[src/rtl/game_pkg.sv]
// Types shared by the input conditioner, player_controller and the map/collision logic.
package game_pkg;

    typedef enum logic [2:0] {
        DIR_NONE,
        DIR_UP,
        DIR_DOWN,
        DIR_LEFT,
        DIR_RIGHT
    } dir_t;

    localparam int GRID_STEP = 16;

    // Fixed priority up > down > left > right; bit order is {right, left, down, up}.
    function automatic dir_t prio_dir(input logic [3:0] v);
        dir_t d;
        d = DIR_NONE;
        if (v[0])      d = DIR_UP;
        else if (v[1]) d = DIR_DOWN;
        else if (v[2]) d = DIR_LEFT;
        else if (v[3]) d = DIR_RIGHT;
        return d;
    endfunction

endpackage

[src/rtl/button_debouncer.sv]
// Two-flop synchroniser plus stable-level debouncer for one raw button, with a one-cycle rise strobe.
module button_debouncer #(
    parameter int DEBOUNCE_CYCLES = 650000
) (
    input  logic vclk,
    input  logic reset,
    input  logic btn,
    output logic db,
    output logic rise
);

    localparam int CNT_W = $clog2(DEBOUNCE_CYCLES + 1);
    localparam logic [CNT_W-1:0] CNT_LAST = CNT_W'(DEBOUNCE_CYCLES - 1);

    logic             sync1_reg;
    logic             sync2_reg;
    logic             db_reg;
    logic             rise_reg;
    logic [CNT_W-1:0] cnt_reg;

    always_ff @(posedge vclk or negedge reset) begin
        if (!reset) begin
            sync1_reg <= 1'b0;
            sync2_reg <= 1'b0;
            db_reg    <= 1'b0;
            rise_reg  <= 1'b0;
            cnt_reg   <= '0;
        end else begin
            sync1_reg <= btn;
            sync2_reg <= sync1_reg;
            rise_reg  <= 1'b0;
            if (sync2_reg == db_reg) begin
                cnt_reg <= '0;
            end else if (cnt_reg == CNT_LAST) begin
                // Level has differed for the full window: accept it.
                db_reg   <= sync2_reg;
                rise_reg <= sync2_reg;
                cnt_reg  <= '0;
            end else begin
                cnt_reg <= cnt_reg + CNT_W'(1);
            end
        end
    end

    assign db   = db_reg;
    assign rise = rise_reg;

endmodule

[src/rtl/move_input_conditioner.sv]
// Turns four raw direction buttons into frame-aligned, single-direction move commands with tap latch and auto-repeat.
module move_input_conditioner
    import game_pkg::*;
#(
    parameter int DEBOUNCE_CYCLES     = 650000,
    parameter int FIRST_REPEAT_FRAMES = 20,
    parameter int REPEAT_FRAMES       = 8
) (
    input  logic        vclk,
    input  logic        reset,
    input  logic [10:0] hcount,
    input  logic [9:0]  vcount,
    input  logic        btn_up,
    input  logic        btn_down,
    input  logic        btn_left,
    input  logic        btn_right,
    output logic        up,
    output logic        down,
    output logic        left,
    output logic        right,
    output logic        busy
);

    localparam logic [1:0] ST_IDLE   = 2'd0;
    localparam logic [1:0] ST_FIRST  = 2'd1;
    localparam logic [1:0] ST_REPEAT = 2'd2;

    localparam int MAX_FRAMES = (FIRST_REPEAT_FRAMES > REPEAT_FRAMES) ? FIRST_REPEAT_FRAMES : REPEAT_FRAMES;
    localparam int FCNT_W     = (MAX_FRAMES > 1) ? $clog2(MAX_FRAMES) : 1;
    localparam logic [FCNT_W-1:0] FIRST_LAST  = FCNT_W'(FIRST_REPEAT_FRAMES - 1);
    localparam logic [FCNT_W-1:0] REPEAT_LAST = FCNT_W'(REPEAT_FRAMES - 1);

    logic              tick;
    logic [3:0]        btn_raw;
    logic [3:0]        db;
    logic [3:0]        rise;
    dir_t              held_dir;
    dir_t              emit_dir;
    dir_t              pending_reg, pending_next;
    dir_t              last_reg, last_next;
    logic [1:0]        state_reg, state_next;
    logic [FCNT_W-1:0] fcnt_reg, fcnt_next, fcnt_last;

    assign tick    = (hcount == '0) && (vcount == '0);
    assign btn_raw = {btn_right, btn_left, btn_down, btn_up};

    generate
        for (genvar gi = 0; gi < 4; gi++) begin : g_btn
            button_debouncer #(
                .DEBOUNCE_CYCLES(DEBOUNCE_CYCLES)
            ) u_debouncer (
                .vclk  (vclk),
                .reset (reset),
                .btn   (btn_raw[gi]),
                .db    (db[gi]),
                .rise  (rise[gi])
            );
        end
    endgenerate

    assign held_dir = prio_dir(db);

    // A fresh edge wins over the tick clear so a press landing on a tick is kept for the next one.
    always_comb begin
        pending_next = pending_reg;
        if (|rise)     pending_next = prio_dir(rise);
        else if (tick) pending_next = DIR_NONE;
    end

    always_comb begin
        state_next = state_reg;
        fcnt_next  = fcnt_reg;
        last_next  = last_reg;
        emit_dir   = DIR_NONE;
        fcnt_last  = (state_reg == ST_REPEAT) ? REPEAT_LAST : FIRST_LAST;
        if (state_reg == ST_IDLE) begin
            if (pending_reg != DIR_NONE || held_dir != DIR_NONE) begin
                emit_dir   = (pending_reg != DIR_NONE) ? pending_reg : held_dir;
                state_next = ST_FIRST;
                fcnt_next  = '0;
            end
        end else if (pending_reg != DIR_NONE && pending_reg != last_reg) begin
            emit_dir   = pending_reg;
            state_next = ST_FIRST;
            fcnt_next  = '0;
        end else if (held_dir == DIR_NONE) begin
            state_next = ST_IDLE;
            fcnt_next  = '0;
        end else if (fcnt_reg == fcnt_last) begin
            emit_dir   = held_dir;
            state_next = ST_REPEAT;
            fcnt_next  = '0;
        end else begin
            fcnt_next = fcnt_reg + FCNT_W'(1);
        end
        if (emit_dir != DIR_NONE) last_next = emit_dir;
    end

    always_ff @(posedge vclk or negedge reset) begin
        if (!reset) begin
            pending_reg <= DIR_NONE;
            last_reg    <= DIR_NONE;
            state_reg   <= ST_IDLE;
            fcnt_reg    <= '0;
            up          <= 1'b0;
            down        <= 1'b0;
            left        <= 1'b0;
            right       <= 1'b0;
        end else begin
            pending_reg <= pending_next;
            if (tick) begin
                state_reg <= state_next;
                fcnt_reg  <= fcnt_next;
                last_reg  <= last_next;
                up        <= (emit_dir == DIR_UP);
                down      <= (emit_dir == DIR_DOWN);
                left      <= (emit_dir == DIR_LEFT);
                right     <= (emit_dir == DIR_RIGHT);
            end
        end
    end

    assign busy = (state_reg != ST_IDLE);

endmodule

[config.mk]
export PLATFORM = sky130hd
export DESIGN_NAME = move_input_conditioner
export DESIGN_NICKNAME = d
export VERILOG_FILES = /design/src/rtl/game_pkg.sv /design/src/rtl/button_debouncer.sv /design/src/rtl/move_input_conditioner.sv
export SDC_FILE = /design/constraint.sdc
export NUM_CORES = 1
export LEC_CHECK = 0
export ABC_AREA = 1
export BUFFER_PORTS_ARGS = -buffer_cell sky130_fd_sc_hd__buf_4
export CELL_PAD_IN_SITES_DETAIL_PLACEMENT = 1
export CELL_PAD_IN_SITES_GLOBAL_PLACEMENT = 1
export CORE_UTILIZATION = 50
export CTS_CLUSTER_SIZE = 8
export DETAILED_ROUTE_END_ITERATION = 12
export MAX_ROUTING_LAYER = met4
export PLACE_DENSITY_LB_ADDON = 0.1
export SLEW_MARGIN = 10
export SYNTH_ARGS = -nofsm -noshare
export SYNTH_HDL_FRONTEND = slang
export SYNTH_SLANG_ARGS = --single-unit
[constraint.sdc]
create_clock -name vclk -period 2.7 [get_ports vclk]
set_input_delay 0.135 -clock vclk [delete_from_list [all_inputs] [get_ports vclk]]
set_output_delay 0.135 -clock vclk [all_outputs]
set_load 0.02 [all_outputs]
Word-level counts from Yosys, hierarchy flattened
Cells that the tools add are included.
{"block": "classes", "n_addsub": 5, "eq_ne": 16, "n_mux": 43, "bitwise_logic": 4, "n_reduce_logical": 21}
{"op": "two-way mux 20 bit", "count": 8}
{"op": "adder 20 x 1 -> 20 bit (second input constant)", "count": 4}
{"op": "equality test 20 bit (second input constant)", "count": 4}
{"op": "two-way mux 3 bit", "count": 16}
{"op": "two-way mux 5 bit", "count": 6}
{"op": "AND reduction 2 bit", "count": 6}
{"op": "zero test 11 bit", "count": 1}
{"op": "zero test 10 bit", "count": 1}
{"op": "two-way mux 2 bit", "count": 5}
{"op": "nonzero test 3 bit", "count": 3}
{"op": "two-way mux 1 bit", "count": 8}
{"op": "equality test 3 x 2 -> 1 bit (second input constant)", "count": 2}
{"op": "adder 5 x 1 -> 5 bit (second input constant)", "count": 1}
{"op": "equality test 5 bit", "count": 1}
{"op": "equality test 1 bit", "count": 4}
{"op": "NOT 1 bit", "count": 4}
{"op": "nonzero test 2 bit", "count": 2}
{"op": "nonzero test 4 bit", "count": 1}
{"op": "OR reduction 4 bit", "count": 1}
{"op": "equality test 3 x 1 -> 1 bit (second input constant)", "count": 1}
{"op": "equality test 3 bit (second input constant)", "count": 1}
{"op": "zero test 3 bit", "count": 1}
{"op": "inequality test 3 bit", "count": 1}
{"op": "AND reduction 3 bit", "count": 1}
{"op": "5 further kinds", "count": 6}
{"block": "word_totals", "ff_bits": 113, "inputBits": 27, "out_inout_bits": 5, "elab_cells": 117}

Longest topological paths before layout
{"block": "logic_depth", "word_depth": 10, "ltp_mapped": 12, "ltp_nobuf": 12}

By module
A second synthesis with hierarchy kept.
{"block": "hier_totals", "cells_unflattened": 888, "area_unflattened_um2": 6590.1}
{"mod": "button_debouncer (g_btn[0].u_debouncer ...)", "n_inst": 3, "cells_per_inst": 181, "area_per_inst_um2": 1335.0, "seq_area_each_um2": 600.6}
{"mod": "button_debouncer (g_btn[1].u_debouncer)", "n_inst": 1, "cells_per_inst": 183, "area_per_inst_um2": 1327.5, "seq_area_each_um2": 600.6}
{"mod": "move_input_conditioner", "n_inst": 1, "cells_per_inst": 162, "area_per_inst_um2": 1257.5, "seq_area_each_um2": 425.4}

Worst setup path before layout
OpenSTA, ideal clock, no wires.
{"block": "synth_timing", "kind": "reg-to-reg", "start": "register g_btn[0].u_debouncer.cnt_reg[0]", "end": "register g_btn[0].u_debouncer.cnt_reg[18]", "setup_time_ns": 0.125, "t_arrival_ns": 1.414, "required_time_ns": 2.575, "path_slack_ns": 1.160, "path_stages_with_launch": 11, "path_buffers": 0, "synth_period_minus_slack_ns": 1.540, "cell_sequence": "dfrtp_1 > ha_1 > nand3_2 > inv_2 > nand3_2 > nor2_2 > inv_2 > nor3_2 > nand3_1 > nor2_1 > nor3b_2"}
{"block": "synth_between", "elab_chain_cells": 3, "elab_cells_between_ends": 4, "classes_between": "add/sub (1); eq/ne (1); mux (2)"}
{"item": "from (decl)", "line_no": "button_debouncer.sv:19", "rtl": "logic [CNT_W-1:0] cnt_reg;"}
{"item": "from (signal assigned)", "line_no": "button_debouncer.sv:40", "rtl": "cnt_reg <= cnt_reg + CNT_W'(1);"}
{"item": "adder 20 x 1 -> 20 bit / equality test 20 bit (equally long branches)", "line_no": "button_debouncer.sv:40, button_debouncer.sv:34"}
{"item": "two-way mux 20 bit (*)", "line_no": "button_debouncer.sv:34", "rtl": "end else if (cnt_reg == CNT_LAST) begin"}
{"item": "two-way mux 20 bit (*)", "line_no": "button_debouncer.sv:32", "rtl": "if (sync2_reg == db_reg) begin"}
Mark *: on every way between the ends. The rest lies on a longest branch, timed or not.
A chain may end at the register's enable or synchronous reset.

Final worst setup path
{"block": "layout_timing", "start": "register g_btn[3].u_debouncer.cnt_reg[1]", "end": "register g_btn[3].u_debouncer.cnt_reg[16]"}
{"block": "layout_between", "elab_chain_cells": 3, "elab_cells_between_ends": 4, "classes_between": "add/sub (1); eq/ne (1); mux (2)"}
{"item": "from (decl)", "line_no": "button_debouncer.sv:19"}
{"item": "from (signal assigned)", "line_no": "button_debouncer.sv:40"}
{"item": "adder 20 x 1 -> 20 bit / equality test 20 bit (equally long branches)", "line_no": "button_debouncer.sv:40, button_debouncer.sv:34"}
{"item": "two-way mux 20 bit (*)", "line_no": "button_debouncer.sv:34"}
{"item": "two-way mux 20 bit (*)", "line_no": "button_debouncer.sv:32"}
Marks and branches as above.

==> results.json <==
{
  "outcome": "complete, but fails checks",
  "violations": "DRC",
  "vias": 5161,
  "ios": 32,
  "gp_congestion": 0.837,
  "grt_max_degree": 92,
  "hold_slack_ns": 0.161,
  "fin_area_um2": 7110,
  "clkPwrFrac_pct": 54.6,
  "worstSetupPathType": "flop to flop",
  "met2_usage_pct": 49.2,
  "synth.most_common_cell": "nand2_1",
  "post-route-util_pct": 61.2,
  "ys_async_sr_fraction_pct": 100,
  "required_ns": 3.00,
  "fp-row-count": 39,
  "drt-total-wl_mm": 15.6,
  "synth_ff_type": "dfrtp_1",
  "rsz0062_at_grt": "no",
  "seq_area_um2": 2830,
  "start_util_pct": 52.2,
  "gr-total-overflow": 0,
  "hold_viol": 0,
  "fillCellCount": 1403,
  "largest_register_ff_count": 80,
  "p_int_uw": 3250,
  "p_sw_share_pct": 21.4,
  "grt.met1_usage_pct": 33.3,
  "yosys-top-cells-area": "dfrtp_1 (47%), nand2_1 (7.2%), nor2_1 (6.6%)",
  "startpoint_type": "flop",
  "period_needed_ns": 1.86,
  "finalCritPeriodShare_pct": 69.1,
  "netSwitchingPower_uw": 882,
  "p_comb_share_pct": 3.4,
  "multi_input_area_um2": 2810,
  "path_delay_family": "simple AND/OR/NAND/NOR gates",
  "drtPass1Iterations": 9,
  "grt_pass1_vias": 5753,
  "routed_via_density": 5.52,
  "slew_headroom_pct": 66.9,
  "p_per_area_nw_per_um2": 581,
  "grt_use_total_pct": 28.1,
  "synth_top_cell_area_share_pct": 46.6,
  "critical_path.slowest_cell": "dfrtp_1",
  "sequentialPowerShare_pct": 42.0,
  "synth_edf_count": 0,
  "root_buffer": "clkbuf_16",
  "grt_first_pass_wirelength_mm": 27.3,
  "yosysSeqAreaShare_pct": 46.6,
  "wl_per_cell_um": 16.7,
  "worst_pin_slew_ns": 0.491,
  "fmax_ghz": 0.536,
  "synth_area_leader_cell": "dfrtp_1",
  "drv_slew": 0,
  "crit_path_max_fanout": 5,
  "drive_gt1_share_pct": 15.9,
  "worst_skew_pair.late_latency_ns": 0.42,
  "ys_ff_latch": 113,
  "crit_start": "g_btn[3].u_debouncer.cnt_reg[1]",
  "insertedDiodeCount": 0,
  "syn_area_per_cell_um2": 8.29,
  "r2r_start": "g_btn[3].u_debouncer.cnt_reg[1]",
  "crit_top_cell": "nand2_1",
  "cts_tree": "yes",
  "hold_path_class": "input pin to async pin",
  "synthesis.area_um2": 6060,
  "dp_hpwl_mm": 10.9,
  "h-tree-depth": 4,
  "cts.sink_count": 113,
  "syn_nets": 763,
  "clkTransAtPathRegs_ns": 0.05,
  "nets": 814,
  "critPathArrivalTime_ns": 2.16,
  "peakVddDrop_mv": 0.427,
  "synthCells": 731,
  "drtAntennaViolNets": 0,
  "crit_buf_inv": 0,
  "cts_max_path_buffers": 2,
  "drc": 3,
  "dieHeight_um": 112,
  "drt-initial-drc-count": 270,
  "setup_viol": 0,
  "yosysWarnings": 0,
  "drv_cap": 0,
  "antenna_found_initial": 0,
  "die_width_um": 112,
  "clock_skew_ns": 0.00701,
  "die_area_um2": 12600,
  "numCtsBuffers": 17,
  "endpoint_kind": "flop",
  "post_cts_buffers": 0,
  "leakagePower_uw": 0.00328,
  "synth_cell_type_count": 44,
  "gr-max-usage-layer": "met2",
  "max_stage_delay_ns": 0.37,
  "crit_chain": "ha_1, nand2_1, nor2_4, nand4_2, nor2_1, nand3_1, nor2_2, nand2_1, o21ai_1, a21oi_1",
  "placed_cell_area_um2": 6470,
  "portBuffers": 31,
  "core_area_um2": 11600,
  "areaGrowthSynthToFinish_pct": 17.2,
  "grt_util_met3_pct": 5.51,
  "fin_tns_setup_ns": 0,
  "synth_common_cells": "nand2_1 (117), dfrtp_1 (113), nor2_1 (107)"
}
[metrics by stage]
step	setup WS [ns]	std cells	total power, uW
after global routing	0.645	935	4270
final	0.835	935	4130
after detailed placement	0.870	901	1900
after CTS	0.841	935	4170
after floorplan	1.16	731	1810
after global placement	0.952	901	1890
[repair_timing]
action / CTS / global route
hold buffers: 5 / 0
endpoints found under the setup margin: 0 / 0
resized for setup: 0 / 0
endpoints found under the hold margin: 26 / 0
[power groups by stage]
stage / Sequential, uW / Clock [uW] / Combinational, uW
floorplan: 1760 / 0 / 52.6
global placement: 1760 / 0 / 130
detailed placement: 1760 / 0 / 137
CTS: 1730 / 2290 / 143
global route: 1740 / 2370 / 159
finish: 1730 / 2260 / 140
[path summary, 6_finish.rpt]
| kind | endpoint | slack (ns) | cells past startpoint |
|---|---|---|---|
| worst max-delay path | g_btn[3].u_debouncer.cnt_reg[16] | 0.84 | 10 |
| worst min-delay path | fcnt_reg[4] | 0.16 | 2 |
| worst max register to register | g_btn[3].u_debouncer.cnt_reg[16] | 0.84 | 10 |
| worst min register to register | g_btn[3].u_debouncer.sync2_reg | 0.35 | 0 |
| max in group asynchronous | g_btn[2].u_debouncer.cnt_reg[9] | 1.76 | 3 |
| min in group vclk | down | 0.18 | 5 |
[cells in the final DEF (no fill, tap or decap), types with 10 or more instances in the layout]
master	instances
inv_2	14
nand4_1	24
nor3_1	29
o21ai_0	22
dfrtp_1	113
nand3_1	41
xor2_1	22
nor4_1	18
clkbuf_16	17
inv_1	91
a21oi_1	26
nor2_1	107
buf_4	31
xnor2_1	10
nand2_1	117
[routing by layer]
| layer | wire length, um | vias up |
|---|---|---|
| met5 | 0 | - |
| met4 | 170 | 0 |
| met3 | 437 | 17 |
| met2 | 8180 | 64 |
| met1 | 6820 | 2575 |
| li1 | - | 2505 |
[cell type report]
cell class / count / area share, %
repair buffers: 37 / 4.26
inverters: 105 / 5.54
well taps: 143 / 2.52
clock inverters: 10 / 1.94
clock buffers: 19 / 6.37
flip-flops and latches: 113 / 39.8
multi-input cells: 508 / 39.6
[cells by family (layout without fill, tap and decap cells)]
family	Yosys count	in the layout	share of synthesized area [%]
buf+inv	110	171	6.95
fa+ha+maj	5	5	1.03
simple gates	395	395	33.8
xor+xnor	32	32	4.62
flops	113	113	46.6
compound gates	76	76	6.97
(Power assumes the default switching activity.)
